`config.mk`:
```
export PLATFORM = sky130hd
export DESIGN_NAME = riscv_fetch
export DESIGN_NICKNAME = d
export VERILOG_FILES = /design/src/rtl/riscv_pkg.sv /design/src/rtl/riscv_fetch.sv
export SDC_FILE = /design/constraint.sdc
export NUM_CORES = 1
export LEC_CHECK = 0
export ABC_CLOCK_PERIOD_IN_PS = 3700
export CORE_UTILIZATION = 39
export DETAILED_ROUTE_END_ITERATION = 16
export GPL_TIMING_DRIVEN = 0
export PLACE_DENSITY = 0.76
export REMOVE_ABC_BUFFERS = 1
export SETUP_SLACK_MARGIN = 0.05
export SLEW_MARGIN = 5
export SYNTH_ARGS = -nofsm -noshare
export SYNTH_HDL_FRONTEND = slang
export SYNTH_SLANG_ARGS = --single-unit
```
`constraint.sdc`:
```
create_clock -name clk -period 3.7 [get_ports clk]
set_clock_uncertainty 0.05 [all_clocks]
set_input_delay 1.11 -clock clk [delete_from_list [all_inputs] [get_ports clk]]
set_output_delay 1.11 -clock clk [all_outputs]
set_load 0.01 [all_outputs]
```
`src/rtl/riscv_pkg.sv`:
```
// -----------------------------------------------------------------------------
// riscv_pkg
// Shared types and constants for the RV32I core front end.
//   addr_t / word_t   : 32-bit address and instruction word
//   DEFAULT_RESET_PC  : default PC loaded on reset
//   fetch_state_t     : fetch FSM state encoding
//   fetch_out_t       : fetch output register (instruction word + its PC)
// Optional feature macro: RISCV_FETCH_ALIGN_CHECK_EN adds the FAULT state.
// -----------------------------------------------------------------------------
package riscv_pkg;

    typedef logic [31:0] addr_t;
    typedef logic [31:0] word_t;

    localparam addr_t DEFAULT_RESET_PC = 32'h0000_0000;
    localparam addr_t PC_STEP          = 32'd4;

    typedef enum logic [2:0] {
        FETCH_REQ   = 3'd0,
        FETCH_WAIT  = 3'd1,
        FETCH_HOLD  = 3'd2,
        FETCH_DROP  = 3'd3
`ifdef RISCV_FETCH_ALIGN_CHECK_EN
        ,
        FETCH_FAULT = 3'd4
`endif
    } fetch_state_t;

    typedef struct packed {
        word_t inst;
        addr_t pc;
    } fetch_out_t;

    // Clears the two low address bits; masking keeps every input bit in use.
    function automatic addr_t word_align(input addr_t a);
        return a & 32'hFFFF_FFFC;
    endfunction

endpackage

```
`src/rtl/riscv_fetch.sv`:
```
// -----------------------------------------------------------------------------
// riscv_fetch
// Instruction fetch stage: holds the PC, issues one word read at a time to
// instruction memory and hands each fetched word plus its PC to decode over a
// valid/ready handshake. Redirects from execute override the PC and squash
// anything in flight or buffered.
//
// Parameters
//   RESET_PC        PC loaded on reset (word-aligned)
// Ports
//   clk, rst        clock (rising edge), asynchronous active-high reset
//   imem_req_*      request channel to instruction memory (addr = current PC)
//   imem_rsp_*      response channel from instruction memory (no back-pressure)
//   redirect_*      PC override from execute
//   inst_valid/ready, inst, inst_pc   output to decode
//   fetch_fault     misaligned redirect target seen (align-check builds only)
//
// Optional feature macro: RISCV_FETCH_ALIGN_CHECK_EN
//   defined   : misaligned redirects park the stage in FAULT
//   undefined : redirect_pc[1:0] is forced to 2'b00; no fetch_fault port
//
// state | meaning
// ------+---------------------------------------------------------------
// REQ   | request for pc offered to memory
// WAIT  | request accepted, waiting for its response
// HOLD  | instruction presented to decode; next request rides on inst_ready
// DROP  | stale request in flight, its response will be discarded
// FAULT | misaligned redirect target, fetch halted until aligned redirect
// -----------------------------------------------------------------------------
module riscv_fetch
    import riscv_pkg::*;
#(
    parameter addr_t RESET_PC = DEFAULT_RESET_PC
) (
    input  logic  clk,
    input  logic  rst,
    output logic  imem_req_valid,
    input  logic  imem_req_ready,
    output addr_t imem_req_addr,
    input  logic  imem_rsp_valid,
    input  word_t imem_rsp_data,
    input  logic  redirect_valid,
    input  addr_t redirect_pc,
    output logic  inst_valid,
    input  logic  inst_ready,
    output word_t inst,
    output addr_t inst_pc
`ifdef RISCV_FETCH_ALIGN_CHECK_EN
    ,
    output logic  fetch_fault
`endif
);

    fetch_state_t state;
    addr_t        pc;
    fetch_out_t   out_q;

    logic  req_fire;
    logic  req_outstanding;
    addr_t redirect_target;

    // Request valid is combinational so that in HOLD the next request can go
    // out in the same cycle decode takes the current instruction. It is held
    // low during reset even though the state register already reads REQ.
    always_comb begin
        imem_req_valid = 1'b0;
        if (!rst) begin
            case (state)
                FETCH_REQ:  imem_req_valid = 1'b1;
                FETCH_HOLD: imem_req_valid = inst_ready;
                default:    imem_req_valid = 1'b0;
            endcase
        end
    end

    assign imem_req_addr = pc;
    assign req_fire      = imem_req_valid && imem_req_ready;

    // A request is still owed a response after this cycle if one fires now,
    // or if we were already waiting and the response did not show up.
    assign req_outstanding = req_fire ||
                             (((state == FETCH_WAIT) || (state == FETCH_DROP)) && !imem_rsp_valid);

    assign inst    = out_q.inst;
    assign inst_pc = out_q.pc;

`ifdef RISCV_FETCH_ALIGN_CHECK_EN
    logic fault_q;
    logic redirect_misaligned;

    assign redirect_target     = redirect_pc;
    assign redirect_misaligned = (redirect_pc[1:0] != 2'b00);
    // fault_q rises with the misaligned redirect itself, so it is already set
    // while a stale response is drained in DROP on the way to FAULT.
    assign fetch_fault         = fault_q;
`else
    assign redirect_target = word_align(redirect_pc);
`endif

    always_ff @(posedge clk or posedge rst) begin
        if (rst) begin
            state      <= FETCH_REQ;
            pc         <= RESET_PC;
            inst_valid <= 1'b0;
            out_q      <= '0;
`ifdef RISCV_FETCH_ALIGN_CHECK_EN
            fault_q    <= 1'b0;
`endif
        end else if (redirect_valid) begin
            // Redirect wins in every state; any response this cycle is dropped.
            pc         <= redirect_target;
            inst_valid <= 1'b0;
`ifdef RISCV_FETCH_ALIGN_CHECK_EN
            fault_q    <= redirect_misaligned;
            if (req_outstanding) begin
                state <= FETCH_DROP;
            end else if (redirect_misaligned) begin
                state <= FETCH_FAULT;
            end else begin
                state <= FETCH_REQ;
            end
`else
            state <= req_outstanding ? FETCH_DROP : FETCH_REQ;
`endif
        end else begin
            case (state)
                FETCH_REQ: begin
                    if (req_fire) begin
                        state <= FETCH_WAIT;
                    end
                end
                FETCH_WAIT: begin
                    if (imem_rsp_valid) begin
                        out_q.inst <= imem_rsp_data;
                        out_q.pc   <= pc;
                        pc         <= pc + PC_STEP;
                        inst_valid <= 1'b1;
                        state      <= FETCH_HOLD;
                    end
                end
                FETCH_HOLD: begin
                    if (inst_ready) begin
                        inst_valid <= 1'b0;
                        state      <= req_fire ? FETCH_WAIT : FETCH_REQ;
                    end
                end
                FETCH_DROP: begin
                    if (imem_rsp_valid) begin
`ifdef RISCV_FETCH_ALIGN_CHECK_EN
                        state <= fault_q ? FETCH_FAULT : FETCH_REQ;
`else
                        state <= FETCH_REQ;
`endif
                    end
                end
`ifdef RISCV_FETCH_ALIGN_CHECK_EN
                FETCH_FAULT: begin
                    state <= FETCH_FAULT;
                end
`endif
                default: begin
                    state <= FETCH_REQ;
                end
            endcase
        end
    end

endmodule

```
==> flow_summary_export.csv, run 1 <==
group,metric,value,unit
clock_network,post_cts_buffers,0,
setup_path,reg2reg_depth,5,
status,outcome,"completed",
logic_synthesis,synth_compound_gate_area_share,8.504,%
grt,grt_overflow,0,
grt,grt_usage,19.79,%
drt,drt_iter0_markers,144,
setup_path,regToRegSetupSlack,1.04,ns
finish,post-route-cell-area,6231,sq um
setup_path,slowest_stage,"or4b_2",
finish,fillerInstances,892,
run,cap_violations,0,
logic_synthesis,synthArstFlopShare,100.0,%
sta,relSlewSlack,47.37,%
placed_design,preCtsSetupSlack,-1.041,ns
pwr,p_comb_share,37.9,%
clock_network,clkTransAtPathRegs,0.09,ns
setup_path,start_kind,"input port",
clock_network,clk_path_buf_depth,2,
finish,num_antenna_cells,0,
pwr,p_seq_share,43.2,%
finish,drive_gt1_share,17.31,%
finish,utilization,59.56,%
sta,tightest_slew,0.7873,ns
sta,hold_viol_final,0,
placed_design,placed_cell_area,6037,sq um
grt,grt_pass1_vias,3564,
clock_network,cts_tree,"done",
logic_synthesis,synthXorXnorAreaFrac,2.053,%
floorplanning,die_y,106.6,um
setup_path,cp.required,3.95,ns
placed_design,dp_cells,640,
logic_synthesis,yosys.area_share.simple,13.61,%
pwr,cellLeakagePower,2.459,nW
min_path,hold_path_class,"register to register",
sta,slew_violations,0,
clock_network,clock_latency,0.36,ns
floorplanning,die_area,11360,sq um
floorplanning,coreArea,10460,sq um
floorplanning,die_w,106.6,um
clock_network,htree_levels,3,
pwr,internal-power,2.614,mW
drt,vias,3518,
setup_path,r2r_start,"imem_req_addr[2]$_DFFE_PP0P_",
logic_synthesis,synth_cell_types,46,
pwr,ir_drop,0.3057,mV
logic_synthesis,seq_area_frac_synth,55.72,%
placed_design,portBuffers,161,
setup_path,timing.rr.end,"imem_req_addr[30]$_DFFE_PP0P_",
pwr,swShare,29.02,%
sta,timing.final.crit_period,3.382,ns
setup_path,max_stage_delay,0.74,ns
logic_synthesis,syn_avg_cell_area,11.82,sq um
logic_synthesis,yosysWarnings,0,
logic_synthesis,ys_ff_latch,95,
sta,post-route-period-util,91.39,%
drt,wl_per_cell,16.63,um
pwr,power.share.clock,18.9,%
setup_path,crit_type,"input port to register",
sta,rsz0062_at_grt,"false",
drt,drtPass1Iterations,4,
sta,fin_setup_tns,0,ns
placed_design,dp_hpwl,7.604,mm
placed_design,place.gp.congestion,0.7258,
pwr,power_switching,1.069,mW
finish,final_common_cell,"clkdlybuf4s50_1",
setup_path,endpoint_kind,"register",
setup_path,cp-endpoint,"imem_req_addr[30]$_DFFE_PP0P_",
finish,final_cell_mix,"clkdlybuf4s50_1, dfrtp_1, mux2_2",
logic_synthesis,synthMuxAreaShare,16.60,%
floorplanning,start_util,40.78,%
setup_path,worstPathArrival,3.63,ns
sta,whs,0.4617,ns
clock_network,cts_buffers,9,
floorplanning,placementRows,37,
setup_path,critPathLaunch,"imem_rsp_valid",
sta,fin_ws,0.3184,ns
sta,fmax,295.7,MHz
grt,grt_pass1_wl,17.76,mm
grt,grt_max_degree,50,
finish,syn2layout_area_growth,46.04,%
min_path,min-delay-start,"inst_pc[15]$_DFFE_PP0P_",
drt,drcViolationCount,0,
clock_network,cts.sinks,95,
logic_synthesis,synth_cells,361,
logic_synthesis,synthFlopType,"dfrtp_1",
logic_synthesis,synth_top_family_by_area,"multiplexers",
grt,grt_antenna_before_repair,0,
finish,layout.nets,586,
setup_path,path_cells,"clkdlybuf4s50_1, nand4b_1, or3_1, or4b_2, nand3_1",
setup_path,worstPathMaxFanout,15,
logic_synthesis,synth-edff-count,0,
drt,ant_nets,0,
pwr,power,3.683,mW
clock_network,clockRootBuffer,"clkbuf_8",
finish,layoutNonFillerInstCount,656,
drt,routed_wl,10.91,mm
logic_synthesis,netlist_area,4267,sq um
drt,viasPerCell,5.363,
floorplanning,ios,168,
sta,setup_violations,0,
logic_synthesis,synth-adder-area-share,0.2933,%
pwr,p_per_area,591.0,nW/um^2
-- worst min path at each step --
| stage | depth (start not counted) | end | slack [ns] |
|---|---|---|---|
| 5_1_grt | 1 | inst_pc[11]$_DFFE_PP0P_ | 0.48 |
| 2_1_floorplan | 1 | inst[0]$_DFFE_PP0P_ | 0.50 |
| 4_1_cts | 1 | inst_pc[15]$_DFFE_PP0P_ | 0.47 |
| 6_report | 1 | inst_pc[15]$_DFFE_PP0P_ | 0.46 |
| 3_3_place_gp | 1 | inst[7]$_DFFE_PP0P_ | 0.44 |
| 3_5_place_dp | 1 | inst_pc[15]$_DFFE_PP0P_ | 0.44 |
-- worst max-delay path: cells and delay by family --
kind                   cells  cell delay [ns]
and+or+nand+nor            4             1.88
buffers and inverters      1             0.63
-- cell families (layout without fill, tap and decap cells) --
kind of cell / Yosys count / count (layout)
AOI/OAI and AO/OA: 56 / 56
xor gates and xnor gates: 10 / 10
adders and majority gates: 1 / 1
buffers and inverters: 31 / 187
DFF: 95 / 95
muxes: 63 / 63
other: 1 / 4
and+or+nand+nor: 104 / 104
-- cell usage after synthesis, drive strengths merged, types with 3 or more instances --
library cell  number  area (sq um)
a31oi             14         87.58
mux2              62         698.2
nor4               4         25.02
or4               14         108.9
o31ai             12         90.09
and4               3         26.28
clkbuf            18         67.56
nand4             11         75.07
inv                6         22.52
xor2               3         26.28
xnor2              7         61.31
dfrtp             95          2377
buf                6         40.04
and3               4         25.02
nor3               3         15.01
nand2             23         86.33
o21ai             17         85.08
nor2              19         71.32
nand3             12         60.06
-- area by class of cell --
| class | instances | area [sq um] | area share (%) |
|---|---|---|---|
| clock buffer | 11 | 141.4 | 2.269 |
| clock inverter | 5 | 57.56 | 0.9237 |
| inverter | 7 | 30.03 | 0.4819 |
| multi-input combinational | 238 | 1774 | 28.47 |
| sequential | 95 | 2377 | 38.15 |
| tap | 136 | 170.2 | 2.731 |
| timing repair buffer | 164 | 1680 | 26.97 |
-- timing repair --
| item | 4_1_cts | 5_1_grt |
|---|---|---|
| setup endpoints to repair | 20 | 0 |
| hold buffers | 0 | 0 |
| resized for setup | 3 | 0 |
-- power groups by stage --
stage / Combinational, mW / Sequential (mW) / Clock (mW)
final: 1.40 / 1.59 / 0.695
after global routing: 1.48 / 1.64 / 0.760
after CTS: 1.42 / 1.60 / 0.719
after detailed placement: 1.41 / 1.62 / 0
after global placement: 1.38 / 1.59 / 0
after floorplan: 0.384 / 1.75 / 0
-- sequential cells by signal, summed over array words and instances (netlist names) --
name	count
inst_valid	1
inst_pc	30
inst	32
imem_req_addr	30
state	2
-- layer usage --
layer | global-route usage, % | wire length, um | share of wire [%]
met1 | 25.72 | 4650 | 43
met2 | 32.49 | 5399 | 49
met3 | 4.620 | 774 | 7.1
met4 | 6.751 | 87 | 0.80
met5 | 0 | 0 | 0
Power figures use the tool's default switching activity.
==> run 2, diff against run 1 <==
Settings changed: CORE_MARGIN set to 10.
==> flow_summary_export.csv, run 2 (synthesis results as in run 1) <==
group,metric,value,unit
sta,setup_violations,0,
clock_network,cts_buffers,9,
run,cap_violations,0,
drt,wl_per_cell,18.24,um
grt,grt_antenna_before_repair,0,
grt,grt_max_degree,58,
sta,fmax,301.4,MHz
grt,grt_pass1_vias,3624,
finish,final_cell_mix,"clkdlybuf4s50_1, dfrtp_1, mux2_2",
grt,grt_usage,15.07,%
floorplanning,placementRows,38,
finish,num_antenna_cells,0,
sta,hold_viol_final,0,
clock_network,htree_levels,3,
grt,grt_overflow,0,
setup_path,worstPathArrival,3.56,ns
min_path,hold_path_class,"register to register",
finish,multi_input_area,1774,sq um
setup_path,path_cells,"clkdlybuf4s50_1, nand4b_1, or3_1, or4b_2, nand3_1",
placed_design,preCtsSetupSlack,-0.8977,ns
setup_path,worstPathMaxFanout,15,
floorplanning,ios,168,
setup_path,slowest_stage,"or4b_2",
sta,relSlewSlack,48.90,%
clock_network,clkTransAtPathRegs,0.09,ns
sta,slew_violations,0,
sta,tightest_slew,0.7644,ns
clock_network,clockRootBuffer,"clkbuf_8",
status,outcome,"completed",
floorplanning,start_util,39.53,%
floorplanning,die_area,15520,sq um
setup_path,crit_buf_inv,1,
setup_path,endpoint_kind,"register",
clock_network,clock_latency,0.36,ns
sta,timing.final.crit_period,3.318,ns
setup_path,cp.required,3.95,ns
floorplanning,die_y,124.6,um
clock_network,cts.sinks,95,
finish,seq_area,2377,sq um
finish,post-route-cell-area,6264,sq um
clock_network,cts_tree,"done",
finish,fillerInstances,942,
pwr,cellLeakagePower,2.476,nW
clock_network,hold_buffers,0,
drt,drcViolationCount,0,
drt,viasPerCell,5.267,
pwr,p_per_area,604.6,nW/um^2
finish,drive_gt1_share,17.31,%
placed_design,place.gp.congestion,0.7265,
finish,layout.nets,586,
drt,vias,3476,
placed_design,portBuffers,161,
grt,grt_pass1_wl,19.37,mm
finish,largest_register_ffs,32,
floorplanning,coreArea,10790,sq um
sta,fin_ws,0.3820,ns
floorplanning,die_w,124.6,um
setup_path,crit_type,"input port to register",
sta,rsz0062_at_grt,"false",
drt,ant_nets,0,
finish,regMostFlops,"inst",
setup_path,max_stage_delay,0.74,ns
setup_path,start_kind,"input port",
finish,final_common_cell,"clkdlybuf4s50_1",
sta,post-route-period-util,89.68,%
setup_path,cp_top_family,"simple AND/OR/NAND/NOR gates",
placed_design,dp_hpwl,9.069,mm
drt,drt_iter0_markers,205,
drt,drtPass1Iterations,4,
placed_design,placed_cell_area,6042,sq um
pwr,ir_drop,0.2851,mV
drt,routed_wl,12.04,mm
finish,syn2layout_area_growth,46.80,%
clock_network,clk_path_buf_depth,2,
[run 2: worst paths after layout]
| kind | start | to | slack, ns | cells after the start |
|---|---|---|---|---|
| max reg2reg | imem_req_addr[2]$_DFFE_PP0P_ | imem_req_addr[30]$_DFFE_PP0P_ | 1.07 | 5 |
| min | inst[1]$_DFFE_PP0P_ | inst[1]$_DFFE_PP0P_ | 0.46 | 1 |
| min reg2reg | inst[1]$_DFFE_PP0P_ | inst[1]$_DFFE_PP0P_ | 0.46 | 1 |
| min in group asynchronous | rst | inst_valid$_DFFE_PP0P_ | 1.12 | 2 |
| max | imem_rsp_valid | imem_req_addr[30]$_DFFE_PP0P_ | 0.38 | 5 |
| max in group asynchronous | rst | inst_pc[22]$_DFFE_PP0P_ | 1.81 | 3 |
[run 2: cell type report]
| type | count | share of cell area, % |
|---|---|---|
| sequential | 95 | 37.95 |
| multi-input combinational | 238 | 28.33 |
| timing repair buffer | 164 | 26.89 |
| tap | 140 | 2.797 |
| clock buffer | 11 | 2.257 |
| clock inverter | 5 | 1.298 |
| inverter | 7 | 0.4794 |
[run 2: what timing repair did]
action,CTS,global route
setup endpoints to repair,19,2
buffers inserted,0,0
gates cloned,0,0
resized for setup,2,3
pin swaps,0,0
[run 2: metal layers]
layer	GRT usage (%)	wire length [um]	up-vias	share of wire, %
met1	16.75	4768	1715	40
li1	-	-	1640	-
met2	25.37	5910	112	49
met5	0	0	-	0
met4	3.907	109	0	0.91
met3	7.064	1248	9	10
[run 2: worst reg2reg max path, cell delays in order (launching register included)]
cell and delay [ns]:
dfrtp_1 0.50, ha_1 0.23, nand4b_1 0.28, or3_1 0.68, or4b_2 0.74, nand3_1 0.09
[run 2: through the flow]
| stage | hold slack [ns] | power (mW) | TNS (ns) | std cells | util (%) |
|---|---|---|---|---|---|
| after floorplan | 0.5013 | 2.137 | -47.41 | 340 | - |
| after global placement | 0.4376 | 3.008 | -351.73 | 641 | 55.19 |
| after detailed placement | 0.4443 | 3.076 | -18.55 | 644 | 55.98 |
| after CTS | 0.4643 | 3.850 | 0 | 660 | 58.05 |
| after global routing | 0.4805 | 4.000 | 0 | 660 | 58.03 |
| final | 0.4607 | 3.787 | 0 | 660 | 58.03 |
[run 2: power breakdown]
part | switching, mW | internal [mW] | leakage (nW)
clock | 0.370 | 0.400 | 0.110
sequential | 0.216 | 1.38 | 1.13
combinational | 0.519 | 0.904 | 1.23
total | 1.10 | 2.68 | 2.48
==> run 3, diff against run 2 <==
Settings changed: RECOVER_POWER set to 100, TNS_END_PERCENT set to 20.
==> flow_summary_export.csv, run 3 (synthesis results as in run 1) <==
group,metric,value,unit
min_path,min_delay_worst_endpoint,"inst[1]$_DFFE_PP0P_",
sta,fin_ws,0.07730,ns
setup_path,r2r_start,"imem_req_addr[2]$_DFFE_PP0P_",
floorplanning,die_w,124.6,um
setup_path,timing.rr.end,"imem_req_addr[30]$_DFFE_PP0P_",
pwr,cellLeakagePower,2.501,nW
clock_network,cts_tree,"done",
finish,regMostFlops,"inst",
setup_path,path_cells,"clkdlybuf4s50_1, inv_1, a211oi_1, clkdlybuf4s50_1",
min_path,min-delay-start,"inst[1]$_DFFE_PP0P_",
finish,syn2layout_area_growth,45.54,%
grt,grt_pass1_vias,3624,
setup_path,start_kind,"input port",
clock_network,clk_path_buf_depth,2,
finish,layoutNonFillerInstCount,660,
drt,drcViolationCount,0,
setup_path,crit_path_frequent_cell,"clkdlybuf4s50_1",
pwr,ir_drop,0.2735,mV
drt,drtPass1Iterations,4,
finish,drive_gt1_share,16.73,%
sta,relSlewSlack,6.887,%
sta,rsz0062_at_grt,"true",
setup_path,crit_type,"input port to output port",
finish,layout.nets,586,
clock_network,clock_latency,0.36,ns
clock_network,post_cts_buffers,0,
finish,utilization,57.54,%
finish,seq_area,2377,sq um
placed_design,preCtsSetupSlack,-0.8977,ns
run,cap_violations,0,
finish,multi_input_area,1767,sq um
grt,grt_overflow,0,
placed_design,dp_cells,644,
status,outcome,"completed",
placed_design,dp_hpwl,9.069,mm
drt,wl_per_cell,18.11,um
setup_path,cp.required,2.54,ns
finish,fillerInstances,953,
placed_design,portBuffers,161,
floorplanning,placementRows,38,
sta,hold_viol_final,0,
sta,fin_setup_tns,0,ns
setup_path,max_stage_delay,0.57,ns
grt,grt_antenna_before_repair,0,
setup_path,worstPathArrival,2.46,ns
sta,timing.final.crit_period,3.623,ns
min_path,hold_path_class,"register to register",
clock_network,clockRootBuffer,"clkbuf_8",
clock_network,cts.sinks,95,
floorplanning,die_area,15520,sq um
setup_path,slowest_stage,"clkdlybuf4s50_1",
grt,grt_max_degree,58,
min_path,whs_path_depth,1,
floorplanning,ios,168,
sta,post-route-period-util,97.91,%
finish,final_cell_mix,"dfrtp_1, dlygate4sd3_1, clkdlybuf4s50_1",
sta,tightest_slew,1.397,ns
drt,ant_nets,0,
clock_network,clkTransAtPathRegs,0.09,ns
finish,largest_register_ffs,32,
drt,vias,3475,
setup_path,regToRegSetupSlack,1.08,ns
floorplanning,die_y,124.6,um
setup_path,crit_buf_inv,3,
setup_path,cp_top_family,"buffers and inverters",
clock_network,htree_levels,3,
drt,viasPerCell,5.265,
pwr,p_per_area,585.2,nW/um^2
floorplanning,start_util,39.53,%
sta,whs,0.4534,ns
sta,fmax,276.0,MHz
floorplanning,coreArea,10790,sq um
drt,drt_iter0_markers,237,
finish,num_antenna_cells,0,
grt,grt_pass1_wl,19.37,mm
setup_path,endpoint_kind,"output port",
setup_path,worstPathMaxFanout,3,
drt,routed_wl,11.96,mm
placed_design,place.gp.congestion,0.7265,
clock_network,cts_buffers,9,
setup_path,reg2reg_depth,5,
sta,slew_violations,0,
grt,grt_usage,15.07,%
sta,setup_violations,0,
-- run 3: worst max-delay path by stage --
| stage | start | to | slack, ns | cells after the start |
|---|---|---|---|---|
| 3_3_place_gp | redirect_valid | inst[17]$_DFFE_PP0P_ | -3.29 | 3 |
| 4_1_cts | inst_ready | imem_req_valid | 0.07 | 4 |
| 3_5_place_dp | redirect_valid | state[1]$_DFFE_PP0P_ | -0.90 | 5 |
| 2_1_floorplan | imem_rsp_valid | inst[0]$_DFFE_PP0P_ | -0.76 | 3 |
| 6_report | inst_ready | imem_req_valid | 0.08 | 4 |
| 5_1_grt | inst_ready | imem_req_valid | 0.003 | 4 |
-- run 3: layer usage --
| metal | GRT usage, % | vias up | share of wire, % |
|---|---|---|---|
| li1 | - | 1642 | - |
| met1 | 16.75 | 1698 | 39 |
| met2 | 25.37 | 126 | 49 |
| met3 | 7.064 | 9 | 11 |
| met4 | 3.907 | 0 | 0.90 |
| met5 | 0 | - | 0 |
-- run 3: final cells by class --
type                       instances  area share, %
inverter                           7         0.4634
sequential                        95          38.28
multi-input combinational        238          28.45
clock buffer                      11          2.277
timing repair buffer             164          26.40
clock inverter                     5          1.310
tap                              140          2.821
-- run 3: worst register-to-register path: cells and delay by family, from the launching register on --
family	cells	cell delay, ns
AND/OR/NAND/NOR	4	1.78
flip-flops	1	0.49
adder cells (fa/ha/maj)	1	0.23
-- run 3: power breakdown --
part	total (mW)	internal, mW	switching [mW]
clock	0.767	0.400	0.368
sequential	1.58	1.38	0.200
combinational	1.29	0.771	0.518
-- run 3: what timing repair did --
item | in CTS | in global routing
endpoints found under the setup margin | 19 | 2
gates resized for setup | 2 | 2
hold buffers | 0 | 0
-- run 3: per-stage QoR --
| step | instance area, sq um | power [mW] |
|---|---|---|
| 2_1_floorplan | 4170 | 2.137 |
| 3_3_place_gp | 5957 | 3.008 |
| 3_5_place_dp | 6042 | 3.076 |
| 4_1_cts | 6265 | 3.850 |
| 5_1_grt | 6210 | 3.850 |
| 6_report | 6210 | 3.634 |
